--- config.mk ---
export PLATFORM = sky130hd
export DESIGN_NAME = batalha_naval_attack_controller
export DESIGN_NICKNAME = d
export VERILOG_FILES = /design/src/rtl/batalha_naval_attack_controller.sv
export SDC_FILE = /design/constraint.sdc
export NUM_CORES = 1
export LEC_CHECK = 0
export BUFFER_PORTS_ARGS = -buffer_cell sky130_fd_sc_hd__buf_2
export CORE_ASPECT_RATIO = 1.25
export CORE_MARGIN = 10
export CORE_UTILIZATION = 45
export CTS_BUF_LIST = sky130_fd_sc_hd__clkbuf_8
export DETAILED_ROUTE_END_ITERATION = 7
export PLACE_DENSITY = 0.67
export SLEW_MARGIN = 20
export SYNTH_ARGS = -nofsm -noshare
export SYNTH_HDL_FRONTEND = slang
export SYNTH_SLANG_ARGS = --single-unit
--- constraint.sdc ---
create_clock -name clk -period 3.68 [get_ports clk]
set_input_delay 0.184 -clock clk [delete_from_list [all_inputs] [get_ports clk]]
set_output_delay 0.184 -clock clk [all_outputs]
set_load 0.02 [all_outputs]
--- src/rtl/batalha_naval_attack_controller.sv ---
// Naval-battle game sequencer: runs IDLE/PREP/COUNT/ATTACK/END, counts the
// latched ship map, resolves attacks and tracks shots / remaining ship cells.
module batalha_naval_attack_controller #(
  parameter int MAX_SHOTS = 15,
  parameter int SHOT_W    = 6
) (
  input  logic              clk,
  input  logic              reset,
  input  logic              start,
  input  logic              prep_done,
  input  logic              fire,
  input  logic [2:0]        x_coord,
  input  logic [2:0]        y_coord,
  input  logic [34:0]       map,
  output logic [1:0]        game_state_code,
  output logic              attack_valid,
  output logic              hit,
  output logic              miss,
  output logic              repeat_shot,
  output logic              invalid_shot,
  output logic [34:0]       hits_map,
  output logic [SHOT_W-1:0] shots_left,
  output logic [5:0]        ships_left,
  output logic              win,
  output logic              lose
);

  typedef enum logic [2:0] {S_IDLE, S_PREP, S_COUNT, S_ATTACK, S_END} state_t;

  localparam logic [5:0] IDX_LAST = 6'd34;

  state_t      r_state, w_next;
  logic [34:0] r_map_q;
  logic [5:0]  r_idx;

  logic        w_coord_ok, w_repeat, w_ship, w_shot, w_count_bit;
  logic        w_win_shot, w_lose_shot, w_count_zero, w_enter_prep;
  logic [5:0]  w_cell_idx;
  logic [34:0] w_cell;

  // Decode the attacked cell and classify the shot; termination is known
  // combinationally so the FSM can leave ATTACK on the same edge.
  always_comb begin
    w_coord_ok   = (x_coord != 3'd7) && (y_coord <= 3'd4);
    w_cell_idx   = (6'd4 - {3'b000, y_coord}) * 6'd7 + {3'b000, x_coord};
    w_cell       = w_coord_ok ? (35'd1 << w_cell_idx) : 35'd0;
    w_repeat     = |(hits_map & w_cell);
    w_ship       = |(r_map_q & w_cell);
    w_shot       = (r_state == S_ATTACK) && fire && w_coord_ok && !w_repeat;
    w_win_shot   = w_shot && w_ship && (ships_left == 6'd1);
    w_lose_shot  = w_shot && !w_win_shot && (shots_left == SHOT_W'(1));
    w_count_bit  = r_map_q[r_idx];
    w_count_zero = (ships_left == 6'd0) && !w_count_bit;
    w_enter_prep = start && ((r_state == S_IDLE) || (r_state == S_END));
  end

  // State register.
  always_ff @(posedge clk or negedge reset) begin
    if (!reset) r_state <= S_IDLE;
    else        r_state <= w_next;
  end

  // Next-state logic and state code decode.
  always_comb begin
    w_next          = r_state;
    game_state_code = 2'b00;
    case (r_state)
      S_IDLE:   if (start) w_next = S_PREP;
      S_PREP: begin
        game_state_code = 2'b01;
        if (prep_done) w_next = S_COUNT;
      end
      S_COUNT: begin
        game_state_code = 2'b10;
        if (r_idx == IDX_LAST) w_next = w_count_zero ? S_END : S_ATTACK;
      end
      S_ATTACK: begin
        game_state_code = 2'b10;
        if (w_win_shot || w_lose_shot) w_next = S_END;
      end
      S_END: begin
        game_state_code = 2'b11;
        if (start) w_next = S_PREP;
      end
      default:  w_next = S_IDLE;
    endcase
  end

  // Datapath: map latch, ship count, attack resolution and result pulses.
  always_ff @(posedge clk or negedge reset) begin
    if (!reset) begin
      r_map_q      <= '0;
      r_idx        <= '0;
      hits_map     <= '0;
      shots_left   <= '0;
      ships_left   <= '0;
      win          <= 1'b0;
      lose         <= 1'b0;
      attack_valid <= 1'b0;
      hit          <= 1'b0;
      miss         <= 1'b0;
      repeat_shot  <= 1'b0;
      invalid_shot <= 1'b0;
    end else begin
      attack_valid <= 1'b0;
      hit          <= 1'b0;
      miss         <= 1'b0;
      repeat_shot  <= 1'b0;
      invalid_shot <= 1'b0;
      if (w_enter_prep) begin
        hits_map   <= '0;
        ships_left <= '0;
        win        <= 1'b0;
        lose       <= 1'b0;
        shots_left <= SHOT_W'(MAX_SHOTS);
        r_idx      <= '0;
      end
      if (r_state == S_PREP && prep_done) begin
        r_map_q <= map;
        r_idx   <= '0;
      end
      if (r_state == S_COUNT) begin
        ships_left <= ships_left + {5'b00000, w_count_bit};
        r_idx      <= r_idx + 6'd1;
        if (r_idx == IDX_LAST && w_count_zero) win <= 1'b1;
      end
      if (r_state == S_ATTACK && fire) begin
        if (!w_coord_ok)    invalid_shot <= 1'b1;
        else if (w_repeat)  repeat_shot  <= 1'b1;
        else begin
          hits_map     <= hits_map | w_cell;
          shots_left   <= shots_left - SHOT_W'(1);
          attack_valid <= 1'b1;
          hit          <= w_ship;
          miss         <= !w_ship;
          if (w_ship) ships_left <= ships_left - 6'd1;
          if (w_win_shot)  win  <= 1'b1;
          if (w_lose_shot) lose <= 1'b1;
        end
      end
    end
  end

endmodule

==> flow_metrics.py, run 1 <==
metrics = {
    "timing": {
        "slew_violations": 0,
        "hold_viol": 0,
        "setup_ws_ns": 0.0966,
        "fin_crit_ns": 3.58,
        "relSlewSlack": 0.346,
        "rsz0062_at_grt": "yes",
        "finalSetupTns_ns": 0,
        "worst_slew_pin_slew_ns": 0.981,
        "clock_skew_ns": 0.0103,
        "hold_ws_ns": 0.0399,
        "finalSetupViolations": 0,
        "timing.final.crit_share": 0.974,
        "fmax_mhz": 279,
    },
    "cts": {
        "clockRootBuffer": "clkbuf_8",
        "clock-sinks": 98,
        "cts_buffer_depth": 2,
        "cts_tree": "built",
        "cts_made_buffers": 9,
        "path_clk_slew_ns": 0.10,
        "htreeDepth": 3,
        "clk_latency_ns": 0.37,
    },
    "cells_and_area": {
        "ff_latch_area_sq_um": 2450,
        "multi_input_area_sq_um": 3520,
        "antennaDiodeCount": 0,
        "num-fill-cells": 1065,
        "drive_above_1_share": 0.450,
        "area_growth_pct": 35.4,
        "num-nets-final": 832,
    },
    "synth": {
        "synthMostInstantiatedCell": "dfrtp_1",
        "synth.top_cell.area_share": 0.419,
        "ys_seq_area_frac": 0.419,
        "synth_ff_type": "dfrtp_1",
        "yosys.area.top_type": "dfrtp_1",
        "yosys.cell_types.count": 77,
        "avgSynthCellArea_sq_um": 10.1,
        "syn_area_sq_um": 5860,
        "async_reset_ff_frac": 1.00,
        "mappedNetlistNets": 652,
        "ys_seq_elements": 98,
        "netlist_instances": 581,
        "synth_common_cells": "98 x dfrtp_1, 39 x mux2_2, 34 x inv_1, 32 x nand3_1",
        "synth_area_leaders": "dfrtp_1 42%, mux2_2 7.5%, ha_1 5.1%",
        "synth_warnings": 0,
        "synth_edf_count": 0,
    },
    "die": {
        "die_h_microns": 148,
        "rows": 46,
        "boundaryPins": 102,
        "coreArea_sq_um": 12700,
        "initial_core_util": 0.461,
        "die-area_sq_um": 18000,
        "die_x_microns": 122,
    },
    "global_route": {
        "grt-ovfl-total": 0,
        "grt_pass1_wl_mm": 29.9,
        "grt_max_degree": 77,
        "grt_pass1_vias": 5499,
        "grt_usage": 0.207,
        "antenna_found_initial": 0,
    },
    "route": {
        "first_pass_iters": 7,
        "route.detailed.wl_per_inst_microns": 20.4,
        "ant_nets": 0,
        "vias_per_cell": 5.83,
        "drc": 0,
        "drt-initial-drc-count": 392,
        "num_vias": 5441,
        "totalWireLength_mm": 19.0,
    },
    "placement": {
        "dpl.hpwl_mm": 14.7,
        "place.gp.congestion": 0.963,
        "portBuffers": 101,
        "place_ws_ns": -0.632,
    },
    "critical_path": {
        "crit_path_end_kind": "register",
        "critical_path_required_ns": 3.98,
        "critPathKind": "in2reg",
        "cp_slowest_cell": "fa_2",
        "cpPeakStageDelay_ns": 0.63,
        "cp-start-kind": "input pin",
        "crit_fanout": 6,
        "arrival_ns": 3.89,
        "cp_cell_sequence": "buf_8, inv_4, ha_4, xor2_2, ha_1, ha_4, fa_2, buf_6, and2_1, or4b_2, a21oi_1, a31oi_1, nand4_1, o211ai_4, buf_6, o41ai_4, mux2i_1",
    },
    "pwr": {
        "p_total_mw": 5.44,
        "p_leak_nw": 3.66,
        "ir_drop_mv": 0.318,
        "power.density_nw_per_um2": 686,
    },
    "min_path": {
        "hold_path.class": "in2reg",
    },
    "outcome": {
        "status": "finished, final reports clean",
    },
    "flow_run": {
        "max-cap-violations": 0,
    },
}
-- area by class of cell --
type                            count  area share
Clock buffer                       11      0.0191
Inverter                           35      0.0194
Timing Repair Buffer              205       0.174
Clock inverter                      5     0.00773
Sequential cell                    98       0.309
Multi-Input combinational cell    412       0.444
Tap cell                          168      0.0265
-- report_power, final --
group | switching, mW | total, mW | internal [mW] | leakage [nW]
clock network | 0.392 | 0.747 | 0.355 | 0.103
registers | 0.467 | 1.89 | 1.43 | 1.22
logic | 1.49 | 2.80 | 1.31 | 2.34
-- path summary, 6_finish.rpt --
| path | from | end | slack [ns] | depth (start not counted) |
|---|---|---|---|---|
| min | map[13] | r_map_q[13]$_DFFE_PN0P_ | 0.04 | 2 |
| min in group asynchronous | reset | hits_map[26]$_DFF_PN0_ | 0.50 | 2 |
| max | y_coord[0] | ships_left[3]$_DFF_PN0_ | 0.1 | 17 |
| min reg2reg | win$_DFF_PN0_ | win$_DFF_PN0_ | 0.52 | 2 |
| max in group asynchronous | reset | r_idx[4]$_DFFE_PN0P_ | 2.28 | 3 |
| max reg2reg | r_idx[0]$_DFFE_PN0P_ | ships_left[4]$_DFF_PN0_ | 0.53 | 9 |
-- registers in the layout (all words and copies together) (netlist names), 3 cells and up --
| register | flops |
|---|---|
| shots_left | 6 |
| r_map_q | 35 |
| ships_left | 6 |
| r_idx | 6 |
| hits_map | 35 |
| r_state | 3 |
-- layout by cell type, fill, tap and decap left out, types with 3 or more instances in the layout --
cell type  netlist  layout
nor2b_1          6       5
a31oi_1         17      16
inv_1           34      29
and2_1           2       3
a21oi_4          1       3
ha_1            24      16
nor3_2           2       3
buf_4            4      93
and3_1           9       8
ha_4             0       8
mux2i_1         10      10
nor3_1          17      14
o21a_1           8       8
nand2_1         31      30
xor2_2           0       3
a22oi_1          3       3
a41oi_1          3       3
a21oi_1         31      27
nand2b_1        10       9
nand3_2          0       6
nand3_1         32      26
nand4_1         18      18
mux2_2          39      38
dfrtp_1         98      98
nor2_1          30      29
mux4_2          11      11
a211oi_1         4       3
buf_6            1       8
a21oi_2          2       4
a22o_1           3       3
nand3b_1         3       3
o21ai_1          2       6
clkbuf_8         0      11
buf_2           14      98
or3_1            4       4
a21o_1           4       4
buf_12           0       3
o21ai_0         24      19
-- through the flow --
stage / cell area, sq um / cells / utilization
floorplan: 5980 / 581 / -
global placement: 7220 / 905 / 0.567
detailed placement: 7220 / 905 / 0.567
CTS: 7590 / 926 / 0.596
global route: 7930 / 934 / 0.623
finish: 7930 / 934 / 0.623
-- worst max-delay path: cells and delay by family --
kind                     cells  cell delay, ns
AND/OR/NAND/NOR              3            0.98
multiplexers                 1            0.20
adder cells (fa/ha/maj)      4            1.34
buffers and inverters        4            0.44
AO/OA/AOI/OAI                4            0.55
XOR/XNOR                     1            0.18
-- logic make-up (layout without fill, tap and decap cells) --
group / count (synthesis) / in the layout / synth area share
XOR/XNOR: 6 / 6 / 0.00897
flip-flops: 98 / 98 / 0.419
buffers and inverters: 71 / 256 / 0.0523
AND/OR/NAND/NOR: 183 / 183 / 0.169
adder cells (fa/ha/maj): 25 / 25 / 0.0547
AO/OA/AOI/OAI: 138 / 138 / 0.162
multiplexers: 60 / 60 / 0.134
-- what timing repair did --
action,CTS,global route
hold buffers,1,0
setup buffers,4,9
gates resized for setup,20,58
endpoints found under the hold margin,7,0
setup endpoints to repair,50,47
pin swaps,6,34
-- routing by layer --
| layer | vias to the layer above | GRT usage | part of all wire |
|---|---|---|---|
| li1 | 2505 | - | - |
| met1 | 2696 | 0.263 | 0.42 |
| met2 | 209 | 0.345 | 0.50 |
| met3 | 31 | 0.0362 | 0.058 |
| met4 | 0 | 0.0691 | 0.025 |
| met5 | - | 0 | 0 |
Note: power is estimated with default switching activity, not from simulation.
==> run 2, diff against run 1 <==
- REMOVE_ABC_BUFFERS: default -> 1
==> flow_metrics.py, run 2 (synthesis results as in run 1) <==
metrics = {
    "cells_and_area": {
        "layout_commonest_cell": "buf_4",
        "drive_above_1_share": 0.481,
        "num-nets-final": 867,
        "antennaDiodeCount": 0,
        "num-fill-cells": 1077,
        "final_cell_mix": "106 x buf_4, 98 x dfrtp_1, 98 x buf_2",
        "area_growth_pct": 42.4,
        "fin_cells": 969,
        "reg.largest.list": "hits_map: 35 flops, r_map_q: 35 flops",
    },
    "route": {
        "num_vias": 5591,
        "route.detailed.wl_per_inst_microns": 21.0,
        "drt-initial-drc-count": 451,
        "ant_nets": 0,
        "drc": 0,
        "vias_per_cell": 5.77,
        "totalWireLength_mm": 20.3,
        "first_pass_iters": 6,
    },
    "die": {
        "die-area_sq_um": 18000,
        "boundaryPins": 102,
        "die_h_microns": 148,
        "coreArea_sq_um": 12700,
        "rows": 46,
        "die_x_microns": 122,
        "initial_core_util": 0.461,
    },
    "outcome": {
        "status": "finished with violations",
        "violations": "setup timing",
    },
    "timing": {
        "fmax_mhz": 266,
        "clock_skew_ns": 0.0165,
        "relSlewSlack": 0.437,
        "worst_slew_pin_slew_ns": 0.841,
        "hold_ws_ns": 0.0166,
        "slew_violations": 0,
        "finalSetupTns_ns": -0.327,
        "finalSetupViolations": 8,
        "fin_crit_ns": 3.77,
        "hold_viol": 0,
        "setup_ws_ns": -0.0854,
        "timing.final.crit_share": 1.02,
        "rsz0062_at_grt": "yes",
    },
    "cts": {
        "htreeDepth": 3,
        "cts_buffer_depth": 2,
        "cts_tree": "built",
        "clk_latency_ns": 0.39,
        "path_clk_slew_ns": 0.11,
        "cts_made_buffers": 9,
        "clockRootBuffer": "clkbuf_8",
        "clock-sinks": 98,
    },
    "critical_path": {
        "critPathKind": "in2reg",
        "timing.rr.start": "r_idx[0]$_DFFE_PN0P_",
        "cp_cell_sequence": "buf_8, inv_4, ha_4, xor2_2, ha_1, ha_2, fa_2, buf_6, nand2b_4, buf_6, nor4_4, buf_4, a22o_1, a21oi_2, a22o_1, nand4_1, buf_4, o21bai_4, a21oi_4, buf_6, o32ai_2",
        "cp_common_cell": "buf_6",
        "crit_path_end_kind": "register",
        "ff2ff_setup_slack_ns": 0.51,
        "cpPeakStageDelay_ns": 0.58,
        "cp-endpoint": "r_state[0]$_DFFE_PN0P_",
        "crit_fanout": 7,
        "critical_path_required_ns": 3.97,
        "cp_slowest_cell": "fa_2",
        "r2r-end": "ships_left[4]$_DFF_PN0_",
        "reg2reg_depth": 9,
        "cp-start-kind": "input pin",
        "arrival_ns": 4.05,
        "cp-startpoint": "y_coord[0]",
    },
    "pwr": {
        "sw_frac_of_total": 0.438,
        "p_leak_nw": 3.86,
        "p_sw_mw": 2.49,
        "seq_power_share": 0.331,
        "internal_power_mw": 3.19,
        "power.density_nw_per_um2": 681,
        "p_comb_frac": 0.544,
        "ir_drop_mv": 0.398,
        "clock_power_share": 0.124,
    },
    "global_route": {
        "antenna_found_initial": 0,
        "grt_pass1_vias": 5733,
        "grt-ovfl-total": 0,
        "grt_usage": 0.219,
        "grt_pass1_wl_mm": 31.4,
        "grt_max_degree": 83,
    },
    "placement": {
        "place_ws_ns": -1.06,
        "place.gp.congestion": 0.959,
        "place_inst": 912,
        "dpl.hpwl_mm": 14.7,
        "portBuffers": 101,
    },
    "min_path": {
        "hold_path.class": "in2reg",
    },
    "flow_run": {
        "max-cap-violations": 0,
    },
}
run 2: worst max-delay path: cells and delay by family:
| kind | cells | cell delay, ns |
|---|---|---|
| fa+ha+maj | 4 | 1.31 |
| compound gates | 6 | 1.02 |
| buf+inv | 7 | 0.93 |
| simple gates | 3 | 0.41 |
| xor+xnor | 1 | 0.19 |
run 2: per-stage QoR:
stage / instance area (sq um) / utilization / power [mW]
5_1_grt: 8340 / 0.656 / 6.02
3_3_place_gp: 7140 / 0.562 / 4.30
6_report: 8340 / 0.656 / 5.68
2_1_floorplan: 5680 / - / 3.22
3_5_place_dp: 7140 / 0.562 / 4.37
4_1_cts: 7860 / 0.618 / 5.42
run 2: power groups by stage:
stage,clock network (mW),logic (mW),registers (mW)
after floorplan,0,1.24,1.98
after global placement,0,2.44,1.86
after global routing,0.770,3.32,1.93
after CTS,0.723,2.84,1.86
after detailed placement,0,2.49,1.88
final,0.706,3.09,1.88
run 2: worst min-delay path by stage:
stage                     slack (ns)  cells after the start                     end    from
after floorplan                -0.11                      0  attack_valid$_DFF_PN0_   reset
after global placement          0.42                      1  attack_valid$_DFF_PN0_   reset
after detailed placement        0.42                      2  r_map_q[0]$_DFFE_PN0P_  map[0]
after CTS                      0.003                      2  r_map_q[0]$_DFFE_PN0P_  map[0]
after global routing          0.0006                      2  r_map_q[9]$_DFFE_PN0P_  map[9]
final                           0.02                      2  r_map_q[9]$_DFFE_PN0P_  map[9]
run 2: timing repair:
| action | in CTS | in global routing |
|---|---|---|
| endpoints found under the hold margin | 0 | 82 |
| buffers inserted | 24 | 14 |
| pin swaps | 28 | 40 |
| resized for setup | 62 | 70 |
| hold buffers | 0 | 2 |
| cloned | 0 | 1 |
| setup endpoints to repair | 56 | 52 |
run 2: layout make-up:
type                            instances  area [sq um]  share of cell area
Clock buffer                           10           138              0.0165
Timing Repair inverter                  1          11.3             0.00135
Multi-Input combinational cell        412          3610               0.432
Timing Repair Buffer                  239          1710               0.205
Clock inverter                          6          61.3             0.00735
Inverter                               35           151              0.0181
Tap cell                              168           210              0.0252
Sequential cell                        98          2450               0.294
run 2: metal layers:
metal	GRT usage	vias to the layer above	share of wire
met5	0	-	0
met1	0.271	2753	0.41
li1	-	2584	-
met3	0.0522	37	0.070
met2	0.362	217	0.50
met4	0.0779	0	0.027
==> run 3, diff against run 2 <==
- CORE_UTILIZATION: 45 -> 40
- PLACE_DENSITY: 0.67 -> 0.61
==> flow_metrics.py, run 3 (synthesis results as in run 1) <==
metrics = {
    "cts": {
        "clock-sinks": 98,
        "cts_made_buffers": 9,
        "cts_buffer_depth": 2,
        "htreeDepth": 3,
        "clk_latency_ns": 0.39,
        "path_clk_slew_ns": 0.11,
        "clockRootBuffer": "clkbuf_8",
        "cts_tree": "built",
    },
    "timing": {
        "worst_slew_pin_slew_ns": 0.913,
        "setup_ws_ns": -0.0140,
        "clock_skew_ns": 0.0182,
        "fin_crit_ns": 3.69,
        "relSlewSlack": 0.391,
        "rsz0062_at_grt": "yes",
        "slew_violations": 0,
        "hold_viol": 0,
        "timing.final.crit_share": 1.00,
        "finalSetupViolations": 1,
        "fmax_mhz": 271,
        "finalSetupTns_ns": -0.0140,
    },
    "critical_path": {
        "crit_path_end_kind": "register",
        "cp_cell_sequence": "buf_8, inv_6, ha_4, xor2_2, ha_1, ha_4, fa_2, buf_6, buf_8, nand2b_4, nor4_4, buf_4, a221oi_2, a22o_1, nand4_1, buf_6, o211ai_4, buf_6, o41ai_4, mux2i_1",
        "timing.rr.start": "r_idx[0]$_DFFE_PN0P_",
        "cp-startpoint": "y_coord[1]",
        "critical_path_required_ns": 3.99,
        "cp-start-kind": "input pin",
        "cp_common_cell": "buf_6",
        "crit_fanout": 6,
        "r2r-end": "ships_left[4]$_DFF_PN0_",
        "ff2ff_setup_slack_ns": 0.45,
        "arrival_ns": 4.01,
        "cpLargestDelayFamily": "adder cells",
        "critPathKind": "in2reg",
        "cp_slowest_cell": "fa_2",
        "reg2reg_depth": 9,
        "cp_num_buf_inv": 7,
        "cpPeakStageDelay_ns": 0.61,
    },
    "cells_and_area": {
        "reg.largest.list": "hits_map: 35 flops, r_map_q: 35 flops",
        "drive_above_1_share": 0.470,
        "antennaDiodeCount": 0,
        "area_growth_pct": 41.5,
        "num-nets-final": 857,
        "layout_commonest_cell": "buf_4",
        "final_cell_mix": "100 x buf_4, 99 x buf_2, 98 x dfrtp_1",
    },
    "pwr": {
        "ir_drop_mv": 0.285,
        "power.density_nw_per_um2": 698,
        "p_leak_nw": 3.83,
        "p_total_mw": 5.79,
    },
    "route": {
        "drt-initial-drc-count": 550,
        "route.detailed.wl_per_inst_microns": 20.7,
        "totalWireLength_mm": 20.0,
        "first_pass_iters": 5,
        "num_vias": 5683,
        "ant_nets": 0,
        "vias_per_cell": 5.86,
        "drc": 0,
    },
    "global_route": {
        "grt_pass1_wl_mm": 31.0,
        "grt_pass1_vias": 5789,
        "antenna_found_initial": 0,
        "grt-ovfl-total": 0,
        "grt_usage": 0.194,
        "grt_max_degree": 73,
    },
    "die": {
        "rows": 49,
        "boundaryPins": 102,
        "initial_core_util": 0.407,
        "die_x_microns": 128,
        "coreArea_sq_um": 14400,
        "die-area_sq_um": 19900,
        "die_h_microns": 155,
    },
    "outcome": {
        "violations": "setup timing",
        "status": "finished with violations",
    },
    "min_path": {
        "min_to": "r_map_q[15]$_DFFE_PN0P_",
        "hold_path.class": "in2reg",
        "hp-start": "map[15]",
        "min_path_cells": 2,
    },
    "placement": {
        "portBuffers": 101,
        "dpl.hpwl_mm": 14.7,
        "place.gp.congestion": 0.930,
    },
    "flow_run": {
        "max-cap-violations": 0,
    },
}
run 3: cell count changes in the layout (fill, tap and decap cells not counted), moves of 3 or more:
cell	delta
buf_4	-6
nor3_1	+3
bufinv_16	+3
a21oi_1	+3
run 3: routing by layer:
| metal | vias to the layer above | share of wire | track usage |
|---|---|---|---|
| met5 | - | 0 | 0 |
| met4 | 0 | 0.039 | 0.0784 |
| li1 | 2558 | - | - |
| met2 | 264 | 0.51 | 0.327 |
| met1 | 2800 | 0.38 | 0.231 |
| met3 | 61 | 0.070 | 0.0435 |
run 3: worst max path at each step:
stage                               to  slack (ns)  depth (start not counted)
2_1_floorplan  ships_left[5]$_DFF_PN0_       -0.67                         17
3_3_place_gp   ships_left[4]$_DFF_PN0_       -0.76                         22
3_5_place_dp   ships_left[4]$_DFF_PN0_       -0.88                         22
4_1_cts         r_state[2]$_DFFE_PN0P_       0.001                         23
5_1_grt        ships_left[3]$_DFF_PN0_       -0.15                         17
6_report       ships_left[3]$_DFF_PN0_       -0.01                         20
run 3: timing repair:
| item | CTS | global route |
|---|---|---|
| hold endpoints to repair | 71 | 0 |
| cloned | 0 | 3 |
| hold buffers | 1 | 0 |
| pin swaps | 27 | 47 |
| setup endpoints to repair | 55 | 49 |
| resized for setup | 62 | 65 |
| buffers inserted | 11 | 24 |
run 3: cell type report:
cell class              count  area (sq um)
repair inverters            1          8.76
flip-flops and latches     98          2450
multi-input cells         412          3600
inverters                  35           154
clock buffers              10           138
well taps                 178           223
clock inverters             6           111
fillers                  1194          6120
repair buffers            229          1600
run 3: worst register-to-register path: cells and delay by family (launching register included):
kind	cells	cell delay (ns)
muxes	3	1.25
DFF	1	0.79
AOI/OAI and AO/OA	3	0.53
adders and majority gates	2	0.45
and+or+nand+nor	1	0.11
run 3: power by group:
group          leakage [nW]  switching, mW  internal (mW)
registers              1.22          0.456           1.43
clock network         0.123          0.405          0.472
logic                  2.49           1.60           1.43
run 3: through the flow:
step	utilization	hold WS, ns	cells	instance area [sq um]	setup slack [ns]
3_5_place_dp	0.495	0.360	918	7130	-0.885
2_1_floorplan	-	-0.112	545	5680	-0.669
5_1_grt	0.575	0.0152	969	8290	-0.153
4_1_cts	0.542	0.0245	944	7810	0.000991
3_3_place_gp	0.495	0.356	918	7130	-0.763
6_report	0.575	0.0328	969	8290	-0.0140
